<file path="src/rtl/core_sequencer.sv">
// core_sequencer: multi-cycle fetch/execute controller for the core datapath.
// Fetches 16-bit instructions over a req/ack port, decodes the opcode, drives
// the datapath control fields, runs data-memory loads/stores, branches and halt.
//
// Handshake rule (both memory ports): the request is high for as long as the
// sequencer sits in the requesting state, and address/we stay stable there.
// The transfer completes on the first rising edge where req and ack are both 1.
// An ack seen while req is low is ignored. rst wins over a same-cycle ack.
module core_sequencer #(
    parameter int              PC_W   = 8,
    parameter logic [PC_W-1:0] RST_PC = '0
) (
    input  logic            clk,
    input  logic            rst,
    output logic            imem_req,
    output logic [PC_W-1:0] imem_addr,
    input  logic            imem_ack,
    input  logic [15:0]     imem_data,
    output logic [11:0]     operands,
    output logic            reg_wr_en,
    output logic [3:0]      alu_cmd,
    output logic [1:0]      dst_in_sel,
    input  logic            alu_zero,
    output logic            dmem_req,
    output logic            dmem_we,
    input  logic            dmem_ack,
    output logic            halted,
    output logic            illegal
);

    typedef enum logic [1:0] {
        S_FETCH = 2'd0,
        S_EXEC  = 2'd1,
        S_MEM   = 2'd2,
        S_HALT  = 2'd3
    } state_t;

    localparam logic [3:0] OP_LDI = 4'h8;
    localparam logic [3:0] OP_LD  = 4'h9;
    localparam logic [3:0] OP_ST  = 4'hA;
    localparam logic [3:0] OP_JMP = 4'hB;
    localparam logic [3:0] OP_BZ  = 4'hC;
    localparam logic [3:0] OP_RS0 = 4'hD;
    localparam logic [3:0] OP_RS1 = 4'hE;
    localparam logic [3:0] OP_HLT = 4'hF;

    localparam logic [1:0] SEL_ALU = 2'd0;
    localparam logic [1:0] SEL_IMM = 2'd1;
    localparam logic [1:0] SEL_MEM = 2'd2;

    state_t          state;
    logic [PC_W-1:0] pc;
    logic [15:0]     ir;
    logic            z_flag;
    logic            illegal_q;

    logic [3:0]      opcode;
    logic            is_alu;
    logic [PC_W-1:0] pc_inc;
    logic [PC_W-1:0] br_target;

    // Shared decode terms; the branch target is the zero-extended 8-bit field.
    assign opcode    = ir[15:12];
    assign is_alu    = ~ir[15];
    assign pc_inc    = pc + PC_W'(1);
    assign br_target = PC_W'(ir[7:0]);

    // Sequencer state, program counter, instruction register and flags.
    always_ff @(posedge clk) begin
        if (rst) begin
            state     <= S_FETCH;
            pc        <= RST_PC;
            ir        <= '0;
            z_flag    <= 1'b0;
            illegal_q <= 1'b0;
        end else begin
            case (state)
                S_FETCH: begin
                    if (imem_ack) begin
                        ir    <= imem_data;
                        state <= S_EXEC;
                    end
                end
                S_EXEC: begin
                    if (is_alu) begin
                        // Only ALU ops touch the flag, so BZ sees the last ALU result.
                        z_flag <= alu_zero;
                        pc     <= pc_inc;
                        state  <= S_FETCH;
                    end else begin
                        case (opcode)
                            OP_LDI: begin
                                pc    <= pc_inc;
                                state <= S_FETCH;
                            end
                            OP_LD, OP_ST: begin
                                state <= S_MEM;
                            end
                            OP_JMP: begin
                                pc    <= br_target;
                                state <= S_FETCH;
                            end
                            OP_BZ: begin
                                pc    <= z_flag ? br_target : pc_inc;
                                state <= S_FETCH;
                            end
                            OP_RS0, OP_RS1: begin
                                illegal_q <= 1'b1;
                                pc        <= pc_inc;
                                state     <= S_FETCH;
                            end
                            OP_HLT: begin
                                state <= S_HALT;
                            end
                            default: begin
                                state <= S_FETCH;
                            end
                        endcase
                    end
                end
                S_MEM: begin
                    if (dmem_ack) begin
                        pc    <= pc_inc;
                        state <= S_FETCH;
                    end
                end
                S_HALT: begin
                    state <= S_HALT;
                end
                default: begin
                    state <= S_FETCH;
                end
            endcase
        end
    end

    // Control outputs decoded from state and IR; the LD write-back waits on dmem_ack.
    always_comb begin
        imem_req   = 1'b0;
        imem_addr  = pc;
        operands   = ir[11:0];
        alu_cmd    = {1'b0, ir[14:12]};
        reg_wr_en  = 1'b0;
        dst_in_sel = SEL_ALU;
        dmem_req   = 1'b0;
        dmem_we    = 1'b0;
        halted     = 1'b0;
        illegal    = illegal_q;
        case (state)
            S_FETCH: begin
                imem_req = 1'b1;
            end
            S_EXEC: begin
                if (is_alu) begin
                    reg_wr_en  = 1'b1;
                    dst_in_sel = SEL_ALU;
                end else if (opcode == OP_LDI) begin
                    reg_wr_en  = 1'b1;
                    dst_in_sel = SEL_IMM;
                end
            end
            S_MEM: begin
                dmem_req = 1'b1;
                dmem_we  = (opcode == OP_ST);
                if (opcode == OP_LD && dmem_ack) begin
                    reg_wr_en  = 1'b1;
                    dst_in_sel = SEL_MEM;
                end
            end
            S_HALT: begin
                halted = 1'b1;
            end
            default: begin
                imem_req = 1'b0;
            end
        endcase
    end

endmodule

</file>
<file path="config.mk">
export PLATFORM = sky130hd
export DESIGN_NAME = core_sequencer
export DESIGN_NICKNAME = d
export VERILOG_FILES = /design/src/rtl/core_sequencer.sv
export SDC_FILE = /design/constraint.sdc
export NUM_CORES = 1
export LEC_CHECK = 0
export ABC_AREA = 1
export BUFFER_PORTS_ARGS = -buffer_cell sky130_fd_sc_hd__buf_2
export CORE_MARGIN = 2
export CORE_UTILIZATION = 45
export DETAILED_ROUTE_END_ITERATION = 12
export PLACE_DENSITY = 0.82
export SETUP_SLACK_MARGIN = 0.02
export SYNTH_ARGS = -nofsm -noshare
export SYNTH_HDL_FRONTEND = slang
export SYNTH_SLANG_ARGS = --single-unit
</file>
<file path="constraint.sdc">
create_clock -name clk -period 1.5 [get_ports clk]
set_input_delay 0.3 -clock clk [delete_from_list [all_inputs] [get_ports clk]]
set_output_delay 0.3 -clock clk [all_outputs]
set_load 0.1 [all_outputs]
</file>
Yosys cells after proc, flatten, opt, wreduce, memory -nomap -nowiden
Index checks and enable logic that the tools add are counted.
{"block": "totals", "reg_bits": 28}
{"block": "classes", "reduce_logical": 11, "bitwise": 1, "addsub": 1, "n_mux": 22, "eq_ne": 14}
{"cell": "4-bit == test, second input constant", "n": 8}
{"cell": "8-bit 2-to-1 mux", "n": 3}
{"cell": "8-bit case mux with 3 select lines", "n": 1}
{"cell": "8-bit case mux with 2 select lines", "n": 1}
{"cell": "1-bit 2-to-1 mux", "n": 9}
{"cell": "8-bit by 1-bit adder with 8-bit output, second input constant", "n": 1}
{"cell": "2-bit 2-to-1 mux", "n": 4}
{"cell": "2-bit case mux with 2 select lines", "n": 2}
{"cell": "2-bit case mux with 4 select lines", "n": 1}
{"cell": "2-bit AND reduction", "n": 3}
{"cell": "3-bit AND reduction", "n": 2}
{"cell": "5-bit by 3-bit inequality test with 1-bit output, second input constant", "n": 1}
{"cell": "2-bit == test, second input constant", "n": 2}
{"cell": "2-bit inequality test, second input constant", "n": 2}
{"cell": "2-bit OR reduction", "n": 2}
{"cell": "3-bit OR reduction", "n": 1}
{"cell": "2-bit by 1-bit == test with 1-bit output, second input constant", "n": 1}
{"cell": "2-bit zero test", "n": 1}
{"cell": "1-bit case mux with 2 select lines", "n": 1}
{"cell": "2-bit nonzero test", "n": 1}
{"cell": "1-bit logical AND", "n": 1}
{"cell": "1-bit NOT", "n": 1}

Longest topological paths before layout
Gate-level depths: netlist (run 1).
{"block": "logic_depth", "depth_word": 5, "depth_mapped": 10, "depth_no_buf": 10}

Worst setup path after synthesis (run 1)
Ideal clock, no wire load.
{"block": "synth_path", "kind": "register -> output", "startpoint": "reg state[1]", "endpoint": "out reg_wr_en", "t_arrival_ns": 3.996, "t_required_ns": 1.200, "setup_slack_ns": -2.796, "stages_incl_launch_ff": 7, "cell_sequence": "dfxtp_1 inv_1 ha_1 inv_1 nor3_1 a21oi_1 o21ai_0"}
{"block": "synth_via", "elab_chain_cells": 2}
{"item": "start: declaration", "line": "51", "text": "state_t state;"}
{"item": "start signal: assignment", "line": "71", "text": "state <= S_FETCH;"}
{"item": "start signal: assignment", "line": "81", "text": "state <= S_EXEC;"}
{"item": "start signal: assignment", "line": "89", "text": "state <= S_FETCH;"}
{"item": "2-bit == test / 2-bit by 1-bit == test with 1-bit output (equally long branches)", "line": "149", "text": "case (state)"}
{"item": "1-bit case mux with 2 select lines *", "line": "149"}
{"item": "end: declaration", "line": "20", "text": "output logic reg_wr_en,"}
Every way passes the cells marked *; elsewhere a longest branch is shown, timed or not.

Final worst setup path (run 1)
{"block": "layout_path", "startpoint": "reg state[0]", "endpoint": "out reg_wr_en"}
The elaborated chain is that of the path after synthesis.

==> impl_summary.txt, run 1 <==
----------------------------------------------------
[Run status]
  Run status ... finished with violations
  Failing checks ... negative setup slack

[Yosys]
  Share of synthesized registers carrying an async set or reset ... 0%
  Most frequently used cell type in the post-synthesis netlist ... sky130_fd_sc_hd__nor2_1
  Warnings from Yosys ... 0
  Leading cell types by total area after synthesis ... sky130_fd_sc_hd__dfxtp_1 34%, sky130_fd_sc_hd__nor2_1 11%, sky130_fd_sc_hd__nand2_1 9.5%
  Syn_nets ... 276
  Synthesis-stage register bit count ... 28
  Count of flip-flops with a built-in enable after synthesis ... 0
  Top-area cell type share of the netlist area ... between 30% and 40%
  Mean instance size in the synthesized netlist ... approximately 6.6 µm²
  Post-Synthesis Cells ... 250
  Most area-hungry cell type in the Yosys netlist ... sky130_fd_sc_hd__dfxtp_1
  Count of different cell masters after synthesis ... 25
  Most instantiated flip-flop cell in the synthesis netlist ... sky130_fd_sc_hd__dfxtp_1
  Cell area after technology mapping ... 1660 µm²
  Commonest cells in the synthesized netlist ... 48 x sky130_fd_sc_hd__nor2_1, 42 x sky130_fd_sc_hd__nand2_1, 30 x sky130_fd_sc_hd__inv_1
  Proportion of synthesized chip area in sequential cells ... between 30% and 40%

[Cells and area]
  Layout cells sized above 1 ... roughly two fifths
  Final Instance Count excl. Fillers ... 353
  P&R area growth vs syn ... 44.0%
  Layout Nets ... between 300 and 400
  Layout Utilization ... approximately 66%
  Ant diodes ... 0
  Filler Cell Count ... 304

[Clock network]
  Number of clock sinks ... 28
  Buffer type at the clock tree root ... sky130_fd_sc_hd__clkbuf_8
  Clock Path Buffers ... 2
  CTS H-Tree Depth ... 1
  Clock slew seen by the registers of the worst setup and hold paths ... approximately 100 ps
  CTS buffer count ... 3
  Clk_lat worst skew ... around 280 ps
  TritonCTS clock tree ... built

[STA]
  Clock period minus worst slack ... 1830 ps
  Final-layout setup total negative slack ... -1920 ps
  Final setup violating endpoints ... 14
  Timing-limited maximum frequency ... 545 MHz
  Least setup slack across all paths after layout ... -334 ps
  Final clock period utilization by the worst path ... 122%
  Worst hold slack ... 263 ps
  Final number of max-transition violations ... 0
  Final Hold Vio Count ... 0
  RSZ-0062 raised after global routing ... yes
  Worst clock skew ... 6.23 ps

[Floorplan]
  Count of boundary I/O pins ... 53
  Die Area ... between 4000 and 5000 µm²
  Die Width ... roughly 65 µm
  Cell Rows ... 22
  Vert. Die Dim ... around 65 µm
  Core box area ... ~3600 µm²
  Initial core utilization ... 46.0%

[Power]
  Maximum resistive drop on vdd ... 0.000524 V
  Overall Power ... between 2 and 3 mW
  Reported leakage power ... approximately 1.2 nW
  Power density cells ... 1090 nW/µm²

[Drt]
  Mean routed wirelength per cell ... roughly 12 µm
  Number of vias per cell ... 4.76
  Number of antenna-violating nets in the routed design ... 0
  Via Count ... ~1700
  Count of routing violations after the opening detailed-route iteration ... around 70
  Total iterations of the first detailed-routing run ... 4
  Routed wire length ... approximately 4.3 mm
  DRC Markers ... 0

[Global routing]
  First-pass GRT wire length ... approximately 7 mm
  Met1 global-route usage ... between 20 and 25%
  Met3 capacity usage during global routing ... about 2.1%
  Via count of the first global-routing pass ... around 1600
  Remaining global-route overflow ... 0
  Tot GR Track Use ... around a fifth
  Initial antenna violation count ... 0
  Grt peak-use layer ... met2
  Maximum number of pins on one net before global-route repair ... 20
  Met2 capacity usage during global routing ... 37.1%

[Placed design]
  # port buffers ... 51
  HPWL Detailed ... roughly 3.0 mm
  Global placer's final weighted congestion ... between 0.8 and 0.9
  Instance count after placement with tap cells included ... 343

[Critical path]
  Critical path launch point type ... register
  Critical path peak fanout ... 3
  Critical path required time ... 1200 ps
  Type of the worst setup path ... register to output port
  Setup crit end kind ... output port
  Worst path arrival time ... approximately 1500 ps

[Hold path]
  Worst Hold Class ... input pin to register

[Flow run]
  Max-cap violations ... 0

----------------------------------------------------
[area by class of cell]
class	instances	area, µm²	area share, %
clock inverter	1	30.0	1.26
tap	48	60.1	2.51
timing repair buffer	72	589	24.7
inverter	32	126	5.29
sequential	28	578	24.2
clock buffer	3	41.3	1.73
multi-input combinational	169	965	40.4
[metrics by stage]
step / setup slack (ps) / cell area [µm²]
CTS: -330 / 2340
floorplan: -705 / 1740
global route: -377 / 2390
global placement: -23.3 / 2170
detailed placement: -82.4 / 2170
finish: -334 / 2390
[cells by family (layout without fill, tap and decap cells)]
kind of cell | Yosys count | count (layout) | synth area share, %
AND/OR/NAND/NOR | 121 | 122 | 32.5
XOR/XNOR | 2 | 2 | 1.06
buffers and inverters | 54 | 108 | 16.5
AO/OA/AOI/OAI | 39 | 39 | 12.1
flip-flops | 28 | 28 | 33.8
adder cells (fa/ha/maj) | 5 | 5 | 3.77
other | 1 | 1 | 0.226
[metal layers]
layer / part of all wire [%] / up-vias
li1: - / 871
met1: 42 / 747
met2: 50 / 51
met3: 4.5 / 12
met4: 3.2 / 0
met5: 0 / -
[report_power, final]
group          switching (mW)  leakage [nW]  internal, mW  total (mW)
clock                   0.248        0.0357         0.358       0.606
combinational           0.819         0.885         0.288        1.11
sequential             0.0649         0.235         0.819       0.884
[worst max-delay path, stage by stage, from the launching register on]
cell and delay, ps:
sky130_fd_sc_hd__dfxtp_4 380, sky130_fd_sc_hd__buf_12 130, sky130_fd_sc_hd__ha_4 160, sky130_fd_sc_hd__inv_2 90, sky130_fd_sc_hd__nor2_1 70, sky130_fd_sc_hd__a21oi_2 170, sky130_fd_sc_hd__o21ai_4 80, sky130_fd_sc_hd__buf_12 170
[sequential cells by signal, indices dropped and copies added (netlist names)]
name,count
ir,16
imem_addr,8
state,2
illegal,1
z_flag,1
[repair_timing]
action / CTS / global route
gates resized for setup: 12 / 19
hold buffers: 0 / 0
setup buffers: 5 / 0
pin swaps: 4 / 2
gates cloned: 0 / 1
endpoints found under the setup margin: 14 / 16
hold endpoints to repair: 0 / 0
[worst paths after layout]
kind,start,to,slack [ps],depth (start not counted)
hold / removal,alu_zero,z_flag$_SDFFE_PP0P_,260,3
hold reg to reg,ir[9]$_SDFFE_PP0P_,ir[9]$_SDFFE_PP0P_,490,2
setup / recovery,state[0]$_SDFFE_PP0P_,reg_wr_en,-330,7
setup reg to reg,state[1]$_SDFFE_PP0P_,imem_addr[1]$_SDFFE_PP0P_,-110,9
[cell usage in the layout, fill, tap and decap left out, drive strengths merged]
master,netlist,layout
nor3,3,3
a211oi,1,1
inv,31,31
a21oi,10,10
nand3,14,14
dfxtp,28,28
nand2,49,49
xor2,2,2
clkbuf,3,4
clkinv,1,1
bufinv,0,1
buf,19,71
ha,5,5
nor2,54,55
nand4,1,1
o21ai,28,28
conb,1,1
No activity file was read; power rests on OpenSTA's default activity.
==> run 2: changes to the inputs <==
--- a/config.mk
+++ b/config.mk
@@ -7,7 +7,6 @@
 export LEC_CHECK = 0
 export ABC_AREA = 1
 export BUFFER_PORTS_ARGS = -buffer_cell sky130_fd_sc_hd__buf_2
-export CORE_MARGIN = 2
 export CORE_UTILIZATION = 45
 export DETAILED_ROUTE_END_ITERATION = 12
 export PLACE_DENSITY = 0.82
==> impl_summary.txt, run 2 (synthesis results as in run 1) <==
----------------------------------------------------
[Cells and area]
  Layout Utilization ... 68.4% (+2.2 points)
  Leading cell types in the layout, fill and taps excluded ... 45 x sky130_fd_sc_hd__nor2_1, 41 x sky130_fd_sc_hd__buf_2, 40 x sky130_fd_sc_hd__nand2_1
  Flip-flop count of the largest register, all copies and words added ... 16 (unchanged)
  Filler Cell Count ... 288 (-5.3%)
  Ant diodes ... 0 (unchanged)
  P&R area growth vs syn ... 42.0%
  Layout cells sized above 1 ... 41.0% (-0.60 points)
  Layout Nets ... 334 (+0.60%)
  Most common cell after layout, fill and taps aside ... sky130_fd_sc_hd__nor2_1
  Biggest register ... ir

[Floorplan]
  Count of boundary I/O pins ... 53 (unchanged)
  Die Width ... 62.7 µm (-3.1%)
  Die Area ... 3930 µm² (-6.1%)
  Core box area ... 3440 µm² (-4.5%)
  Vert. Die Dim ... 62.7 µm (-3.1%)
  Initial core utilization ... 48.2% (+2.2 points)
  Cell Rows ... 21 (-4.5%)

[STA]
  Clock period minus worst slack ... 1840 ps (+9.34 ps)
  Timing-limited maximum frequency ... 543 MHz (-0.51%)
  Worst clock skew ... 9.49 ps (+3.26 ps)
  Final setup violating endpoints ... 5 (-9)
  Final clock period utilization by the worst path ... 123% (+0.62 points)
  Least setup slack across all paths after layout ... -343 ps (-9.34 ps)
  Final number of max-transition violations ... 0 (unchanged)
  Final Hold Vio Count ... 0 (unchanged)
  RSZ-0062 raised after global routing ... yes

[Clock network]
  CTS buffer count ... 3 (unchanged)
  Number of clock sinks ... 28 (unchanged)
  Clock Path Buffers ... 2 (unchanged)
  Buffer type at the clock tree root ... sky130_fd_sc_hd__clkbuf_8
  Clock slew seen by the registers of the worst setup and hold paths ... 100 ps (about the same)
  Number of hold buffers added after cts ... 0 (unchanged)
  Clk_lat worst skew ... 270 ps (about the same)
  CTS H-Tree Depth ... 1 (unchanged)
  TritonCTS clock tree ... built

[Critical path]
  Setup crit end kind ... output port
  Cells traversed along the worst timing path ... inv_4 > ha_4 > inv_6 > nor3_4 > a21oi_2 > o21ai_4 > buf_12
  Source of the worst register-to-register timing path ... state[1]$_SDFFE_PP0P_
  Type of the worst setup path ... register to output port
  Critical path peak fanout ... 3 (unchanged)
  Worst path arrival time ... 1540 ps (about the same)
  Flop2flop setup slack ... 20 ps (+130 ps)
  Slowest stage delay, CP ... 390 ps (about the same)
  Critical path launch point type ... register
  Critical path required time ... 1200 ps (about the same)
  Worst reg2reg endpoint ... imem_addr[6]$_SDFFE_PP0P_
  Slowest CP cell ... sky130_fd_sc_hd__dfxtp_4
  R2R cell count ... 8 (-1)

[Placed design]
  Global placer's final weighted congestion ... 0.841 (-3.1%)
  HPWL Detailed ... 3.07 mm (+2.3%)
  # port buffers ... 51 (unchanged)
  Worst slack, placed ... -76.2 ps (+6.22 ps)

[Hold path]
  Beginning of the worst hold path ... alu_zero
  Endpoint of the worst hold path ... z_flag$_SDFFE_PP0P_
  Hold-critical path depth ... 3 (unchanged)
  Worst Hold Class ... input pin to register

[Run status]
  Failing checks ... negative setup slack
  Run status ... finished with violations

[Drt]
  Number of antenna-violating nets in the routed design ... 0 (unchanged)
  Via Count ... 1690 (+0.54%)
  Number of vias per cell ... 4.79 (+0.54%)
  DRC Markers ... 0 (unchanged)
  Total iterations of the first detailed-routing run ... 4 (unchanged)
  Routed wire length ... 4.20 mm (-1.9%)
  Mean routed wirelength per cell ... 11.9 µm (-1.9%)
  Count of routing violations after the opening detailed-route iteration ... 60 (-15%)

[Flow run]
  Max-cap violations ... 0 (unchanged)

[Global routing]
  Tot GR Track Use ... 21.1% (+0.081 points)
  Via count of the first global-routing pass ... 1601 (+2.8%)
  Remaining global-route overflow ... 0 (unchanged)
  First-pass GRT wire length ... 6.67 mm (-1.9%)
  Initial antenna violation count ... 0 (unchanged)
  Maximum number of pins on one net before global-route repair ... 16 (-20%)

[Power]
  Maximum resistive drop on vdd ... 0.000661 V (+26%)
  Overall Power ... 2.47 mW (-5.1%)
  Power density cells ... 1050 nW/µm² (-3.7%)
  Reported leakage power ... 1.15 nW (-0.70%)

----------------------------------------------------
-- run 2: cell types whose count changed in the layout (fill, tap and decap cells not counted), moves of 2 or more --
cell | before | now
sky130_fd_sc_hd__nor2_1 | 42 | 45
sky130_fd_sc_hd__inv_2 | 3 | 1
sky130_fd_sc_hd__nor2_2 | 7 | 5
sky130_fd_sc_hd__nand2_2 | 5 | 7
sky130_fd_sc_hd__buf_12 | 11 | 9
sky130_fd_sc_hd__nand2_1 | 42 | 40
sky130_fd_sc_hd__buf_4 | 17 | 20
-- run 2: worst max path at each step --
stage / startpoint / to / slack, ps
3_3_place_gp: state[0]$_SDFFE_PP0P_ / reg_wr_en / -40
5_1_grt: state[1]$_SDFFE_PP0P_ / reg_wr_en / -380
2_1_floorplan: state[0]$_SDFFE_PP0P_ / reg_wr_en / -710
4_1_cts: state[1]$_SDFFE_PP0P_ / reg_wr_en / -350
3_5_place_dp: state[0]$_SDFFE_PP0P_ / reg_wr_en / -80
6_report: state[1]$_SDFFE_PP0P_ / reg_wr_en / -340
-- run 2: per-layer routing --
metal | GRT usage [%] | wire [µm] | up-vias | part of all wire (%)
li1 | - | - | 873 | -
met1 | 24.0 | 1880 | 769 | 45
met2 | 38.7 | 2120 | 44 | 51
met3 | 3.65 | 143 | 4 | 3.4
met4 | 7.85 | 57 | 0 | 1.4
met5 | 0 | 0 | - | 0
-- run 2: final cells by class --
type / instances / area [µm²] / share of cell area (%)
Inverter: 32 / 138 / 5.84
Multi-Input combinational cell: 169 / 947 / 40.2
Clock buffer: 4 / 55.1 / 2.34
Tap cell: 46 / 57.6 / 2.44
Timing Repair Buffer: 74 / 581 / 24.6
Sequential cell: 28 / 578 / 24.5
-- run 2: worst max-delay path, delay by kind of cell, from the launching register on --
kind | cells | cell delay [ps]
AND/OR/NAND/NOR | 1 | 160
adder cells (fa/ha/maj) | 1 | 290
AO/OA/AOI/OAI | 2 | 140
flip-flops | 1 | 390
buffers and inverters | 3 | 280
-- run 2: report_power, final --
part	switching, mW	internal [mW]	leakage (nW)
combinational	0.814	0.291	0.883
clock	0.241	0.235	0.0288
sequential	0.0659	0.819	0.235
-- run 2: what timing repair did --
action,CTS,global route
gates cloned,0,1
setup buffers,2,3
pin swaps,0,3
setup endpoints to repair,14,26
resized for setup,9,20
-- run 2: stage by stage --
step	setup TNS, ps	hold slack (ps)	instance area, µm²	instances
2_1_floorplan	-4510	362	1740	250
3_3_place_gp	-55.2	454	2170	343
3_5_place_dp	-471	460	2170	343
4_1_cts	-1500	278	2260	349
5_1_grt	-1820	277	2360	353
6_report	-1110	274	2360	353
==> run 3: changes to the inputs <==
--- a/config.mk
+++ b/config.mk
@@ -5,12 +5,13 @@
 export SDC_FILE = /design/constraint.sdc
 export NUM_CORES = 1
 export LEC_CHECK = 0
-export ABC_AREA = 1
+export ABC_AREA = 0
 export BUFFER_PORTS_ARGS = -buffer_cell sky130_fd_sc_hd__buf_2
 export CORE_UTILIZATION = 45
 export DETAILED_ROUTE_END_ITERATION = 12
 export PLACE_DENSITY = 0.82
 export SETUP_SLACK_MARGIN = 0.02
+export SKIP_LAST_GASP = 1
 export SYNTH_ARGS = -nofsm -noshare
 export SYNTH_HDL_FRONTEND = slang
 export SYNTH_SLANG_ARGS = --single-unit
==> impl_summary.txt, run 3 <==
----------------------------------------------------
[Run status]
  Run status ... finished with violations
  Failing checks ... negative setup slack

[Yosys]
  Post-synthesis adder-cell area fraction ... 3.87% (+0.10 points)
  Post-Synthesis Cells ... 193 (-23%)
  Share of synthesized registers carrying an async set or reset ... 0% (unchanged)
  Combinational family with the most area after synthesis ... simple AND/OR/NAND/NOR gates
  Fraction of synthesized cell area in xor and xnor cells ... 1.08% (+0.029 points)
  Warnings from Yosys ... 0 (unchanged)
  Mean instance size in the synthesized netlist ... 8.37 µm² (+26%)
  Top-area cell type share of the netlist area ... 34.7% (+0.92 points)
  Synthesized-area fraction occupied by and/or/nand/nor cells ... 24.1% (-8.4 points)
  Most area-hungry cell type in the Yosys netlist ... sky130_fd_sc_hd__dfxtp_1
  Count of flip-flops with a built-in enable after synthesis ... 0 (unchanged)
  Compound-cell area share of the yosys netlist ... 18.9% (+6.8 points)
  Cell area after technology mapping ... 1620 µm² (-2.6%)
  Proportion of synthesized chip area in sequential cells ... 34.7% (+0.92 points)
  Syn_nets ... 219 (-21%)
  Post-synthesis mux area share ... 5.03% (+5.0 points)
  Leading cell types by total area after synthesis ... sky130_fd_sc_hd__dfxtp_1 35%, sky130_fd_sc_hd__nand2_1 9.5%, sky130_fd_sc_hd__buf_4 7.4%
  Count of different cell masters after synthesis ... 36 (+44%)
  Most instantiated flip-flop cell in the synthesis netlist ... sky130_fd_sc_hd__dfxtp_1
  Synthesis-stage register bit count ... 28 (unchanged)
  Most frequently used cell type in the post-synthesis netlist ... sky130_fd_sc_hd__nand2_1
  Commonest cells in the synthesized netlist ... 41 x sky130_fd_sc_hd__nand2_1, 28 x sky130_fd_sc_hd__dfxtp_1, 18 x sky130_fd_sc_hd__a21oi_1

[Placed design]
  Placement Cell Area ... 2190 µm² (+1.2%)
  HPWL Detailed ... 2.82 mm (-8.2%)
  Instance count after placement with tap cells included ... 288 (-16%)
  Global placer's final weighted congestion ... 0.864 (+2.7%)
  # port buffers ... 51 (unchanged)

[Power]
  Overall Power ... 2.03 mW (-18%)
  Combinational Power Share ... 37.8% (-7.0 points)
  Power density cells ... 815 nW/µm² (-22%)
  Register share of total power ... 40.9% (+5.0 points)
  Cell Int Power ... 1.25 mW (-7.2%)
  Reported leakage power ... 1.09 nW (-4.7%)
  Maximum resistive drop on vdd ... 0.000666 V (+0.85%)
  Sw frac ... 38.4% (-7.0 points)
  Clock share of power ... 21.3% (+2.0 points)
  Psw ... 0.778 mW (-31%)

[Global routing]
  Maximum number of pins on one net before global-route repair ... 17 (+1)
  Via count of the first global-routing pass ... 1447 (-9.6%)
  Remaining global-route overflow ... 0 (unchanged)
  First-pass GRT wire length ... 6.31 mm (-5.4%)
  Tot GR Track Use ... 21.9% (+0.85 points)
  Initial antenna violation count ... 0 (unchanged)

[STA]
  Worst clock skew ... 6.70 ps (-2.79 ps)
  Clock period minus worst slack ... 1980 ps (+133 ps)
  Final Hold Vio Count ... 0 (unchanged)
  RSZ-0062 raised after global routing ... yes
  Least setup slack across all paths after layout ... -476 ps (-133 ps)
  Final clock period utilization by the worst path ... 132% (+8.9 points)
  Final setup violating endpoints ... 16 (+11)
  Final number of max-transition violations ... 0 (unchanged)
  Timing-limited maximum frequency ... 506 MHz (-6.7%)

[Floorplan]
  Core box area ... 3390 µm² (-1.5%)
  Vert. Die Dim ... 61.9 µm (-1.3%)
  Die Area ... 3830 µm² (-2.6%)
  Cell Rows ... 21 (unchanged)
  Initial core utilization ... 47.7% (-0.54 points)
  Count of boundary I/O pins ... 53 (unchanged)
  Die Width ... 61.9 µm (-1.3%)

[Clock network]
  CTS buffer count ... 3 (unchanged)
  TritonCTS clock tree ... built
  Clk_lat worst skew ... 330 ps (+60 ps)
  Buffer type at the clock tree root ... sky130_fd_sc_hd__clkbuf_4
  CTS H-Tree Depth ... 1 (unchanged)
  Clock Path Buffers ... 2 (unchanged)
  Number of clock sinks ... 28 (unchanged)
  Clock slew seen by the registers of the worst setup and hold paths ... 160 ps (+60 ps)

[Critical path]
  Flop2flop setup slack ... -180 ps (-200 ps)
  Type of the worst setup path ... register to output port
  Critical path required time ... 1200 ps (about the same)
  Worst path arrival time ... 1680 ps (+140 ps)
  Setup crit end kind ... output port
  Critical path launch point type ... register
  Critical path peak fanout ... 3 (unchanged)

[Hold path]
  Worst Hold Class ... input pin to register

[Cells and area]
  Final Instance Count excl. Fillers ... 302 (-14%)
  Most common cell after layout, fill and taps aside ... sky130_fd_sc_hd__nand2_1
  Final design area excluding fillers ... 2490 µm² (+5.6%)
  Layout Nets ... 283 (-15%)
  Leading cell types in the layout, fill and taps excluded ... 37 x sky130_fd_sc_hd__nand2_1, 29 x sky130_fd_sc_hd__buf_4, 25 x sky130_fd_sc_hd__buf_2
  Flip-flop count of the largest register, all copies and words added ... 16 (unchanged)
  Layout cells sized above 1 ... 53.1% (+12 points)
  Layout Utilization ... 73.4% (+4.9 points)
  P&R area growth vs syn ... 54.0%
  Ant diodes ... 0 (unchanged)
  Filler Cell Count ... 245 (-15%)
  Biggest register ... ir
  Footprint of the flip-flops and latches ... 581 µm² (+0.43%)
  Multi-input logic area ... 1020 µm² (+7.4%)

[Drt]
  DRC Markers ... 0 (unchanged)
  Count of routing violations after the opening detailed-route iteration ... 65 (+8.3%)
  Via Count ... 1537 (-9.1%)
  Number of vias per cell ... 5.09 (+6.3%)
  Mean routed wirelength per cell ... 13.5 µm (+14%)
  Total iterations of the first detailed-routing run ... 4 (unchanged)
  Routed wire length ... 4.08 mm (-2.7%)
  Number of antenna-violating nets in the routed design ... 0 (unchanged)

[Flow run]
  Max-cap violations ... 0 (unchanged)

----------------------------------------------------
-- run 3: cell types whose count changed in the layout (fill, tap and decap cells not counted), moves of 9 or more --
cell	delta
sky130_fd_sc_hd__nor2_1	-40
sky130_fd_sc_hd__buf_4	+9
sky130_fd_sc_hd__a21oi_1	+10
sky130_fd_sc_hd__clkbuf_4	+13
sky130_fd_sc_hd__o21ai_0	-21
sky130_fd_sc_hd__inv_1	-24
sky130_fd_sc_hd__buf_2	-16
-- run 3: cell type report --
class                           count  area share, %
Clock buffer                        4           1.91
Tap cell                           46           2.31
Timing Repair Buffer               84           30.8
Sequential cell                    28           23.3
Inverter                            3          0.755
Multi-Input combinational cell    137           40.9
-- run 3: repair_timing --
item | in CTS | in global routing
pin swaps | 11 | 5
hold buffers | 0 | 0
endpoints found under the setup margin | 21 | 28
gates resized for setup | 30 | 24
buffers inserted | 8 | 4
gates cloned | 0 | 0
-- run 3: cells by family after synthesis --
kind of cell | count (synthesis)
flip-flops | 28
AO/OA/AOI/OAI | 41
AND/OR/NAND/NOR | 80
XOR/XNOR | 2
buffers and inverters | 28
other | 1
adder cells (fa/ha/maj) | 5
multiplexers | 8
-- run 3: power by group through the flow --
stage | Sequential, mW | Combinational [mW] | Clock [mW]
detailed placement | 0.840 | 0.687 | 0
global placement | 0.839 | 0.676 | 0
finish | 0.829 | 0.765 | 0.433
global route | 0.834 | 0.807 | 0.458
floorplan | 0.886 | 0.492 | 0
CTS | 0.824 | 0.728 | 0.438
-- run 3: worst max-delay path, stage by stage (launching register included) --
cell                      delay, ps
sky130_fd_sc_hd__dfxtp_4        390
sky130_fd_sc_hd__buf_12         120
sky130_fd_sc_hd__ha_4           160
sky130_fd_sc_hd__buf_12         120
sky130_fd_sc_hd__nand2_4         60
sky130_fd_sc_hd__nor3_4          50
sky130_fd_sc_hd__a211o_4        270
sky130_fd_sc_hd__buf_12         170
-- run 3: final timing paths --
kind,endpoint,from,cells past startpoint
min reg2reg,ir[10]$_SDFFE_PP0P_,ir[10]$_SDFFE_PP0P_,2
max,reg_wr_en,state[1]$_SDFFE_PP0P_,7
min,ir[7]$_SDFFE_PP0P_,imem_data[7],3
max reg2reg,imem_addr[1]$_SDFFE_PP0P_,state[1]$_SDFFE_PP0P_,7
-- run 3: stage by stage --
stage | setup WS (ps) | hold WS, ps | setup TNS, ps
after CTS | -475 | 176 | -3570
final | -476 | 178 | -3400
after floorplan | -788 | 362 | -3760
after detailed placement | -190 | 445 | -1740
after global placement | -129 | 440 | -1210
after global routing | -521 | 172 | -4390
-- run 3: metal layers --
metal  vias to the layer above  global-route usage (%)  share of wire [%]
met2                        44                    41.9                 52
met4                         0                    2.86                1.4
met1                       722                    25.6                 42
met5                         -                       0                  0
li1                        765                       -                  -
met3                         6                    4.55                3.8
